$ cat config.mk
export PLATFORM = sky130hd
export DESIGN_NAME = adder_4bit
export DESIGN_NICKNAME = d
export VERILOG_FILES = /design/src/rtl/adder_4bit.sv
export SDC_FILE = /design/constraint.sdc
export NUM_CORES = 1
export LEC_CHECK = 0
export BUFFER_PORTS_ARGS = -buffer_cell sky130_fd_sc_hd__buf_2
export CAP_MARGIN = 20
export CORE_AREA = 5 5 42 44
export DETAILED_ROUTE_END_ITERATION = 10
export DIE_AREA = 0 0 47 49
export SETUP_SLACK_MARGIN = 0.2
export SKIP_LAST_GASP = 1
export SLEW_MARGIN = 20
export SYNTH_ARGS = -nofsm -noshare
export SYNTH_HDL_FRONTEND = slang
export SYNTH_SLANG_ARGS = --single-unit
$ cat constraint.sdc
create_clock -name clk -period 0.8 [get_ports clk]
set_input_delay 0.12 -clock clk [delete_from_list [all_inputs] [get_ports clk]]
set_output_delay 0.12 -clock clk [all_outputs]
set_load 0.01 [all_outputs]
$ cat src/rtl/adder_4bit.sv
// Unsigned ripple-carry adder with a registered sum/carry stage and valid flag.
// Feeds the partial-product accumulation of the 4x4 multiplier datapath.
module adder_4bit #(
  parameter int WIDTH = 4
) (
  input  logic             clk,
  input  logic             rst_n,
  input  logic             in_valid,
  input  logic [WIDTH-1:0] A,
  input  logic [WIDTH-1:0] B,
  output logic [WIDTH-1:0] Sum,
  output logic             Carry,
  output logic             out_valid
);

  logic [WIDTH:0]   c;
  logic [WIDTH-1:0] s;

  assign c[0] = 1'b0;

  for (genvar i = 0; i < WIDTH; i++) begin : g_fa
    assign s[i]   = A[i] ^ B[i] ^ c[i];
    assign c[i+1] = (A[i] & B[i]) | (c[i] & (A[i] ^ B[i]));
  end

  // Result flops load only on valid input, so idle-cycle operand values never reach them.
  always_ff @(posedge clk or negedge rst_n) begin
    if (!rst_n) begin
      Sum       <= '0;
      Carry     <= 1'b0;
      out_valid <= 1'b0;
    end else begin
      out_valid <= in_valid;
      if (in_valid) begin
        Sum   <= s;
        Carry <= c[WIDTH];
      end
    end
  end

endmodule

==> flow_summary_export.csv, run 1 <==
group,metric,value,unit
outcome,violations,"negative setup slack",
place,place_area,445,µm²
die,die_h,49,µm
final_layout,multiInputGateArea,153,µm²
clock_network,ctsHtreeMaxLevel,1,
timing,worst_pin_slew,125,ps
die,rows,14,
logic_synthesis,synth_top_area_cell,"dfrtp_1",
routing,routed_wl,649,µm
pwr,p_leak,0.283,nW
critical_path,worstPathArrival,1500,ps
pwr,power.switching,0.255,mW
critical_path,crit_type,"in -> reg",
pwr,intPower,0.699,mW
timing,post-route-min-period,1380,ps
place,gp_congestion,0.656,
critical_path,cp-start-kind,"primary input",
pwr,power.total,0.954,mW
die,core-area,1400,µm²
critical_path,path_cells,"buf_6, ha_4, inv_2, fa_2, inv_2, fa_2, inv_2, fa_2, mux2i_1",
routing,via_per_inst,3.78,
clock_network,cts_buffer_depth,2,
routing,post_drt_wl_per_cell,10.1,µm
worst_hold_path,whs_endpoint,"out_valid",
logic_synthesis,synth_area_per_cell,12.8,µm²
timing,finalMaxSlewViolations,0,
logic_synthesis,syn_nets,41,
timing,hold_slack,81.8,ps
grt,grt_pass1_wl,1080,µm
grt,grt_max_degree,7,
logic_synthesis,synth_warnings,0,
worst_hold_path,worst_hold_startpoint,"in_valid",
worst_hold_path,hold_depth,1,
place,place_inst,58,
logic_synthesis,yosys-top-cells-area,"dfrtp_1 45%, fa_1 18%, inv_1 11%",
clock_network,cts_buffers,3,
place,dp_hpwl,517,µm
critical_path,slowest_stage,"fa_2",
final_layout,nNetsFinal,65,
place,numPortBuffers,16,
logic_synthesis,synth.top_cell.area_share,45.3,%
logic_synthesis,syn_area,332,µm²
logic_synthesis,ys_ff_latch,6,
critical_path,r2r_end,"Sum[2]",
clock_network,tritoncts,"done",
timing,min_period_over_period,173,%
grt,antenna_found_initial,0,
pwr,powerDensity,1830,nW/µm²
final_layout,utilization,37.1,%
critical_path,endpoint_kind,"flop",
pwr,ir_drop,915,µV
job,cap_viol_max_count,0,
die,initial_core_util,23.7,%
die,die_w,47,µm
pwr,p_seq_share,40.3,%
timing,finalHoldViolations,0,
critical_path,rr_worst_depth,1,
final_layout,final_cell_mix,"12 x buf_2, 7 x inv_1, 6 x dfrtp_1",
timing,finClkSkew,0,ps
clock_network,clock-root-buffer,"clkbuf_4",
timing,worst_slack,-580,ps
clock_network,cts_sinks,6,
grt,grt_pass1_vias,291,
critical_path,cp_max_fo,1,
logic_synthesis,yosys.cell_types.count,7,
logic_synthesis,postSynthCellCount,26,
critical_path,path_buf_inv,4,
timing,relSlewSlack,91.4,%
critical_path,r2r-start,"Sum[2]",
die,dieArea,2300,µm²
routing,drtIter0Drc,0,
pwr,p_sw_share,26.7,%
pwr,power_frac_comb,30.9,%
routing,ant_nets,0,
grt,track_usage,6.83,%
logic_synthesis,ys_seq_area_share,45.3,%
clock_network,clk_latency,240,ps
critical_path,cp_top_family,"adder cells",
timing,final-setup-viol-count,10,
final_layout,antennaDiodeCount,0,
critical_path,worst_ep_required_time,920,ps
timing,rsz0062_at_grt,"true",
grt,overflow,0,
routing,firstDrtPassIters,1,
final_layout,ff_latch_area,150,µm²
final_layout,fillers,155,
final_layout,final_area,520,µm²
worst_hold_path,hp-class,"in -> reg",
timing,max_freq,724,MHz
critical_path,slowest_delay,510,ps
final_layout,drive_gt1_share,64.6,%
pwr,p_clk_share,28.8,%
routing,drc,0,
clock_network,clk_pin_slew_worst_paths,50,ps
final_layout,layout.cells.most_common,"buf_2",
routing,num_vias,242,
final_layout,area_growth_syn_to_layout,57.0,%
critical_path,r2r_slack,30,ps
final_layout,finalNonFillerCells,64,
outcome,status,"complete, but fails checks",
die,io_pins,17,
[synthesized netlist by cell type]
library cell and n:
dfrtp_1 6, buf_6 1, inv_1 10, mux2i_1 3, mux2_4 2, fa_1 3
ha_1 1
[per-stage QoR]
step / setup TNS, ps / setup WS (ps)
floorplan: -1990 / -675
global placement: -2680 / -849
detailed placement: -2750 / -873
CTS: -2000 / -590
global route: -2290 / -653
finish: -1890 / -580
[metal layers]
layer  routed length [µm]  global-route usage [%]  share of wire (%)
met5                    0                       0                  0
met4                    0                    4.15                  0
met3                  101                    4.06                 16
met2                  276                    9.73                 43
met1                  271                    7.48                 42
[registers in the layout (all words and copies together) (netlist names)]
signal / count
out_valid: 1
Sum: 4
Carry: 1
[logic make-up after synthesis]
logic type | Yosys count | share of synthesized area (%)
DFF | 6 | 45.3
muxes | 5 | 18.1
buffers and inverters | 11 | 14.7
adders and majority gates | 4 | 21.9
[how the worst max path moves through the flow]
stage	startpoint	end	slack (ps)	depth (start not counted)
2_1_floorplan	A[0]	Sum[3]	-670	8
3_3_place_gp	A[0]	Sum[3]	-850	9
3_5_place_dp	A[0]	Sum[3]	-870	9
4_1_cts	A[0]	Sum[3]	-590	9
5_1_grt	A[0]	Sum[3]	-650	9
6_report	A[0]	Sum[3]	-580	9
[power groups by stage]
stage          logic (mW)  registers [mW]  clock network (mW)
4_1_cts             0.274           0.380               0.296
6_report            0.295           0.384               0.275
3_3_place_gp        0.236           0.383                   0
3_5_place_dp        0.241           0.382                   0
5_1_grt             0.330           0.391               0.305
2_1_floorplan       0.106           0.410                   0
[final cells by class]
cell class | count | share of cell area (%)
multi-input combinational | 9 | 29.3
sequential | 6 | 28.8
timing repair buffer | 20 | 26.4
inverter | 10 | 7.21
clock buffer | 3 | 4.33
tap | 16 | 3.85
[timing repair]
item | in CTS | in global routing
endpoints found under the hold margin | 6 | 0
hold buffers | 1 | 0
gates resized for setup | 4 | 2
buffers inserted | 1 | 1
pin swaps | 0 | 0
endpoints found under the setup margin | 11 | 11
No activity file was read; power rests on OpenSTA's default activity.
==> run 2, diff against run 1 <==
CTS_BUF_LIST = sky130_fd_sc_hd__clkbuf_2   (was not set)
SETUP_SLACK_MARGIN = 0.1   (was 0.2)
==> flow_summary_export.csv, run 2 (synthesis results as in run 1) <==
group,metric,value,unit
outcome,status,"complete, but fails checks",
die,initial_core_util,23.7,%
final_layout,drive_gt1_share,64.6,%
worst_hold_path,hp-class,"in -> reg",
routing,drtIter0Drc,0,
clock_network,clock-root-buffer,"clkbuf_2",
critical_path,endpoint_kind,"flop",
grt,grt_pass1_wl,1080,µm
final_layout,area_growth_syn_to_layout,54.7,%
timing,finClkSkew,0,ps
critical_path,slowest_stage,"fa_2",
die,rows,14,
worst_hold_path,worst_hold_startpoint,"in_valid",
critical_path,r2r_slack,30,ps
final_layout,final_cell_mix,"12 x buf_2, 7 x inv_1, 6 x dfrtp_1",
routing,num_vias,241,
final_layout,nNetsFinal,65,
critical_path,worst_ep_required_time,900,ps
critical_path,crit_type,"in -> reg",
pwr,p_clk_share,23.5,%
pwr,ir_drop,835,µV
routing,routed_wl,651,µm
timing,min_period_over_period,175,%
clock_network,cts_sinks,6,
pwr,p_seq_share,43.2,%
final_layout,finalNonFillerCells,64,
pwr,power.switching,0.256,mW
outcome,violations,"negative setup slack",
pwr,p_sw_share,28.9,%
routing,ant_nets,0,
critical_path,worstPathArrival,1500,ps
clock_network,cts_buffer_depth,2,
die,die_w,47,µm
final_layout,top_regs,"Sum (4), Carry (1), out_valid (1)",
critical_path,cp_top_family,"adder cells",
grt,grt_pass1_vias,291,
place,numPortBuffers,16,
timing,final-setup-viol-count,10,
pwr,power_frac_comb,33.3,%
critical_path,cp_max_fo,1,
job,cap_viol_max_count,0,
die,dieArea,2300,µm²
critical_path,slowest_delay,510,ps
grt,grt_max_degree,7,
die,die_h,49,µm
pwr,powerDensity,1730,nW/µm²
final_layout,antennaDiodeCount,0,
timing,worst_slack,-603,ps
timing,relSlewSlack,91.4,%
routing,via_per_inst,3.77,
timing,final.setup.tns,-1860,ps
clock_network,ctsHtreeMaxLevel,1,
final_layout,largest_register_ffs,4,
critical_path,r2r_end,"Sum[2]",
final_layout,layout.cells.most_common,"buf_2",
routing,firstDrtPassIters,1,
final_layout,utilization,36.6,%
grt,track_usage,6.83,%
critical_path,cp-start-kind,"primary input",
grt,antenna_found_initial,0,
die,io_pins,17,
place,place_inst,58,
timing,worst_pin_slew,125,ps
clock_network,tritoncts,"done",
timing,rsz0062_at_grt,"true",
clock_network,clk_latency,220,ps
timing,max_freq,713,MHz
worst_hold_path,hold_depth,1,
critical_path,path_cells,"buf_6, ha_4, inv_2, fa_2, inv_2, fa_2, inv_2, fa_2, mux2i_1",
clock_network,clk_pin_slew_worst_paths,60,ps
critical_path,r2r-start,"Sum[2]",
clock_network,cts_buffers,3,
place,dp_hpwl,517,µm
timing,post-route-min-period,1400,ps
final_layout,fillers,155,
die,core-area,1400,µm²
grt,overflow,0,
routing,drc,0,
worst_hold_path,whs_endpoint,"out_valid",
place,gp_congestion,0.656,
pwr,p_leak,0.282,nW
pwr,intPower,0.630,mW
critical_path,path_buf_inv,4,
final_layout,largest-register,"Sum",
routing,post_drt_wl_per_cell,10.2,µm
timing,finalHoldViolations,0,
critical_path,rr_worst_depth,1,
timing,finalMaxSlewViolations,0,
run 2: cell count changes in the layout (fill, tap and decap cells not counted):
cell,previous run,this run
clkbuf_4,3,0
clkbuf_2,0,3
run 2: metrics by stage:
| stage | total power, mW | cell area [µm²] | hold slack, ps | setup WS, ps |
|---|---|---|---|---|
| after floorplan | 0.516 | 349 | -176 | -675 |
| after global placement | 0.619 | 445 | -52.7 | -849 |
| after detailed placement | 0.624 | 445 | -51.6 | -873 |
| after CTS | 0.880 | 493 | 88.5 | -606 |
| after global routing | 0.957 | 513 | 85.4 | -668 |
| final | 0.886 | 513 | 101 | -603 |
run 2: layout make-up:
cell class | count | area, µm² | area share, %
multi-input combinational | 9 | 153 | 29.8
sequential | 6 | 150 | 29.3
clock buffer | 3 | 15.0 | 2.93
timing repair buffer | 20 | 138 | 26.8
inverter | 10 | 37.5 | 7.32
tap | 16 | 20.0 | 3.90
run 2: power groups by stage:
stage          Clock (mW)  Sequential (mW)  Combinational, mW
3_3_place_gp            0            0.383              0.236
5_1_grt             0.237            0.390              0.330
6_report            0.208            0.383              0.295
2_1_floorplan           0            0.410              0.106
3_5_place_dp            0            0.382              0.241
4_1_cts             0.227            0.379              0.274
run 2: what timing repair did:
| item | in CTS | in global routing |
|---|---|---|
| setup endpoints to repair | 11 | 11 |
| resized for setup | 4 | 2 |
| hold endpoints to repair | 6 | 0 |
| hold buffers | 1 | 0 |
| buffers inserted | 1 | 1 |
run 2: worst max path at each step:
stage / from / to / slack [ps] / cells past startpoint
3_3_place_gp: A[0] / Sum[3] / -850 / 9
4_1_cts: A[0] / Sum[3] / -610 / 9
2_1_floorplan: A[0] / Sum[3] / -670 / 8
6_report: A[0] / Sum[3] / -600 / 9
5_1_grt: A[0] / Sum[3] / -670 / 9
3_5_place_dp: A[0] / Sum[3] / -870 / 9
run 2: per-layer routing:
| metal | global-route usage, % | wire (µm) | vias up |
|---|---|---|---|
| li1 | - | - | 117 |
| met1 | 7.48 | 271 | 109 |
| met2 | 9.73 | 278 | 15 |
| met3 | 4.06 | 101 | 0 |
| met4 | 4.15 | 0 | 0 |
| met5 | 0 | 0 | - |
==> run 3, diff against run 2 <==
RECOVER_POWER = 50   (was not set)
REMOVE_ABC_BUFFERS = 1   (was not set)
==> flow_summary_export.csv, run 3 (synthesis results as in run 1) <==
group,metric,value,unit
pwr,p_seq_share,44.5,%
critical_path,path_buf_inv,4,
pwr,p_leak,0.264,nW
final_layout,nNetsFinal,63,
timing,worst_slack,-588,ps
final_layout,final_area,480,µm²
die,core-area,1400,µm²
critical_path,rr_worst_depth,1,
place,gp_congestion,0.645,
routing,firstDrtPassIters,3,
timing,finalMaxSlewViolations,0,
die,rows,14,
critical_path,cp_top_family,"adder cells",
routing,ant_nets,0,
routing,post_drt_wl_per_cell,10.3,µm
timing,post-route-min-period,1390,ps
die,initial_core_util,23.7,%
timing,worst_pin_slew,352,ps
critical_path,cp-start-kind,"primary input",
job,cap_viol_max_count,0,
final_layout,largest_register_ffs,4,
routing,routed_wl,640,µm
timing,finalHoldViolations,0,
die,die_w,47,µm
critical_path,worstPathArrival,1540,ps
pwr,power_frac_comb,28.6,%
worst_hold_path,worst_hold_startpoint,"in_valid",
critical_path,crit_type,"in -> reg",
clock_network,tritoncts,"done",
place,place_area,428,µm²
grt,grt_pass1_wl,1090,µm
clock_network,cts_buffers,3,
timing,max_freq,720,MHz
place,place_inst,58,
timing,finClkSkew,0,ps
outcome,violations,"negative setup slack",
clock_network,cts_sinks,6,
pwr,p_clk_share,26.9,%
clock_network,ctsHtreeMaxLevel,1,
critical_path,path_cells,"buf_6, ha_4, inv_2, fa_2, inv_2, fa_2, inv_2, fa_1, mux2i_1",
worst_hold_path,whs_endpoint,"out_valid",
clock_network,clk_pin_slew_worst_paths,80,ps
critical_path,worst_ep_required_time,950,ps
critical_path,cp_common_cell,"inv_2",
place,numPortBuffers,16,
timing,rsz0062_at_grt,"true",
critical_path,endpoint_kind,"flop",
critical_path,r2r_slack,50,ps
critical_path,cp_max_fo,1,
routing,drtIter0Drc,3,
grt,grt_max_degree,7,
die,io_pins,17,
critical_path,slowest_delay,400,ps
grt,overflow,0,
grt,track_usage,6.69,%
routing,drc,0,
final_layout,largest-register,"Sum",
pwr,power.total,0.844,mW
place,preCtsSetupSlack,-932,ps
final_layout,final_cell_mix,"12 x buf_2, 7 x inv_1, 6 x dfrtp_1",
final_layout,finalNonFillerCells,62,
pwr,intPower,0.585,mW
timing,final-setup-viol-count,10,
critical_path,slowest_stage,"fa_1",
routing,via_per_inst,3.71,
pwr,p_sw_share,30.7,%
outcome,status,"complete, but fails checks",
final_layout,fillers,149,
timing,min_period_over_period,174,%
final_layout,layout.cells.most_common,"buf_2",
critical_path,r2r-start,"Sum[0]",
clock_network,clk_latency,230,ps
clock_network,cts_buffer_depth,2,
final_layout,top_regs,"Sum (4), Carry (1), out_valid (1)",
worst_hold_path,hp-class,"in -> reg",
pwr,powerDensity,1760,nW/µm²
final_layout,drive_gt1_share,56.5,%
pwr,ir_drop,646,µV
die,dieArea,2300,µm²
final_layout,area_growth_syn_to_layout,44.9,%
routing,num_vias,230,
die,die_h,49,µm
pwr,power.switching,0.259,mW
final_layout,antennaDiodeCount,0,
critical_path,r2r_end,"Sum[0]",
grt,antenna_found_initial,0,
clock_network,clock-root-buffer,"clkbuf_2",
grt,grt_pass1_vias,278,
place,dp_hpwl,533,µm
worst_hold_path,hold_depth,1,
timing,relSlewSlack,76.5,%
==> run 3: metal layers <==
| layer | wire length, µm | GRT usage (%) |
|---|---|---|
| met1 | 278 | 7.94 |
| met2 | 287 | 9.50 |
| met3 | 74 | 4.06 |
| met4 | 0 | 2.76 |
| met5 | 0 | 0 |
==> run 3: per-stage QoR <==
stage | util (%) | hold WS, ps | setup TNS [ps]
6_report | 34.3 | 144 | -1870
5_1_grt | 34.3 | 151 | -2300
4_1_cts | 34.5 | 79.6 | -2140
3_5_place_dp | 30.5 | -39.5 | -2870
3_3_place_gp | 30.5 | -49.4 | -2740
2_1_floorplan | - | -176 | -2150
==> run 3: area by class of cell <==
class	instances	area, µm²	share of cell area [%]
tap	16	20.0	4.17
clock buffer	3	15.0	3.12
timing repair buffer	18	108	22.4
multi-input combinational	9	150	31.2
inverter	10	37.5	7.81
sequential	6	150	31.2
==> run 3: what timing repair did <==
item / 4_1_cts / 5_1_grt
pin swaps: 4 / 4
endpoints found under the hold margin: 6 / 0
gates cloned: 0 / 0
hold buffers: 1 / 0
buffers inserted: 0 / 0
gates resized for setup: 9 / 0
endpoints found under the setup margin: 11 / 11
==> run 3: how the worst max path moves through the flow <==
| stage | start | endpoint | cells past startpoint |
|---|---|---|---|
| after floorplan | A[0] | Sum[3] | 8 |
| after global placement | A[0] | Sum[3] | 9 |
| after detailed placement | A[0] | Sum[3] | 9 |
| after CTS | B[0] | Sum[3] | 9 |
| after global routing | A[0] | Sum[3] | 9 |
| final | A[0] | Sum[3] | 9 |
==> run 3: power by group through the flow <==
| stage | sequential (mW) | clock [mW] | combinational (mW) |
|---|---|---|---|
| 5_1_grt | 0.387 | 0.250 | 0.274 |
| 4_1_cts | 0.378 | 0.238 | 0.252 |
| 3_5_place_dp | 0.384 | 0 | 0.229 |
| 3_3_place_gp | 0.383 | 0 | 0.222 |
| 6_report | 0.376 | 0.227 | 0.241 |
| 2_1_floorplan | 0.410 | 0 | 0.0897 |
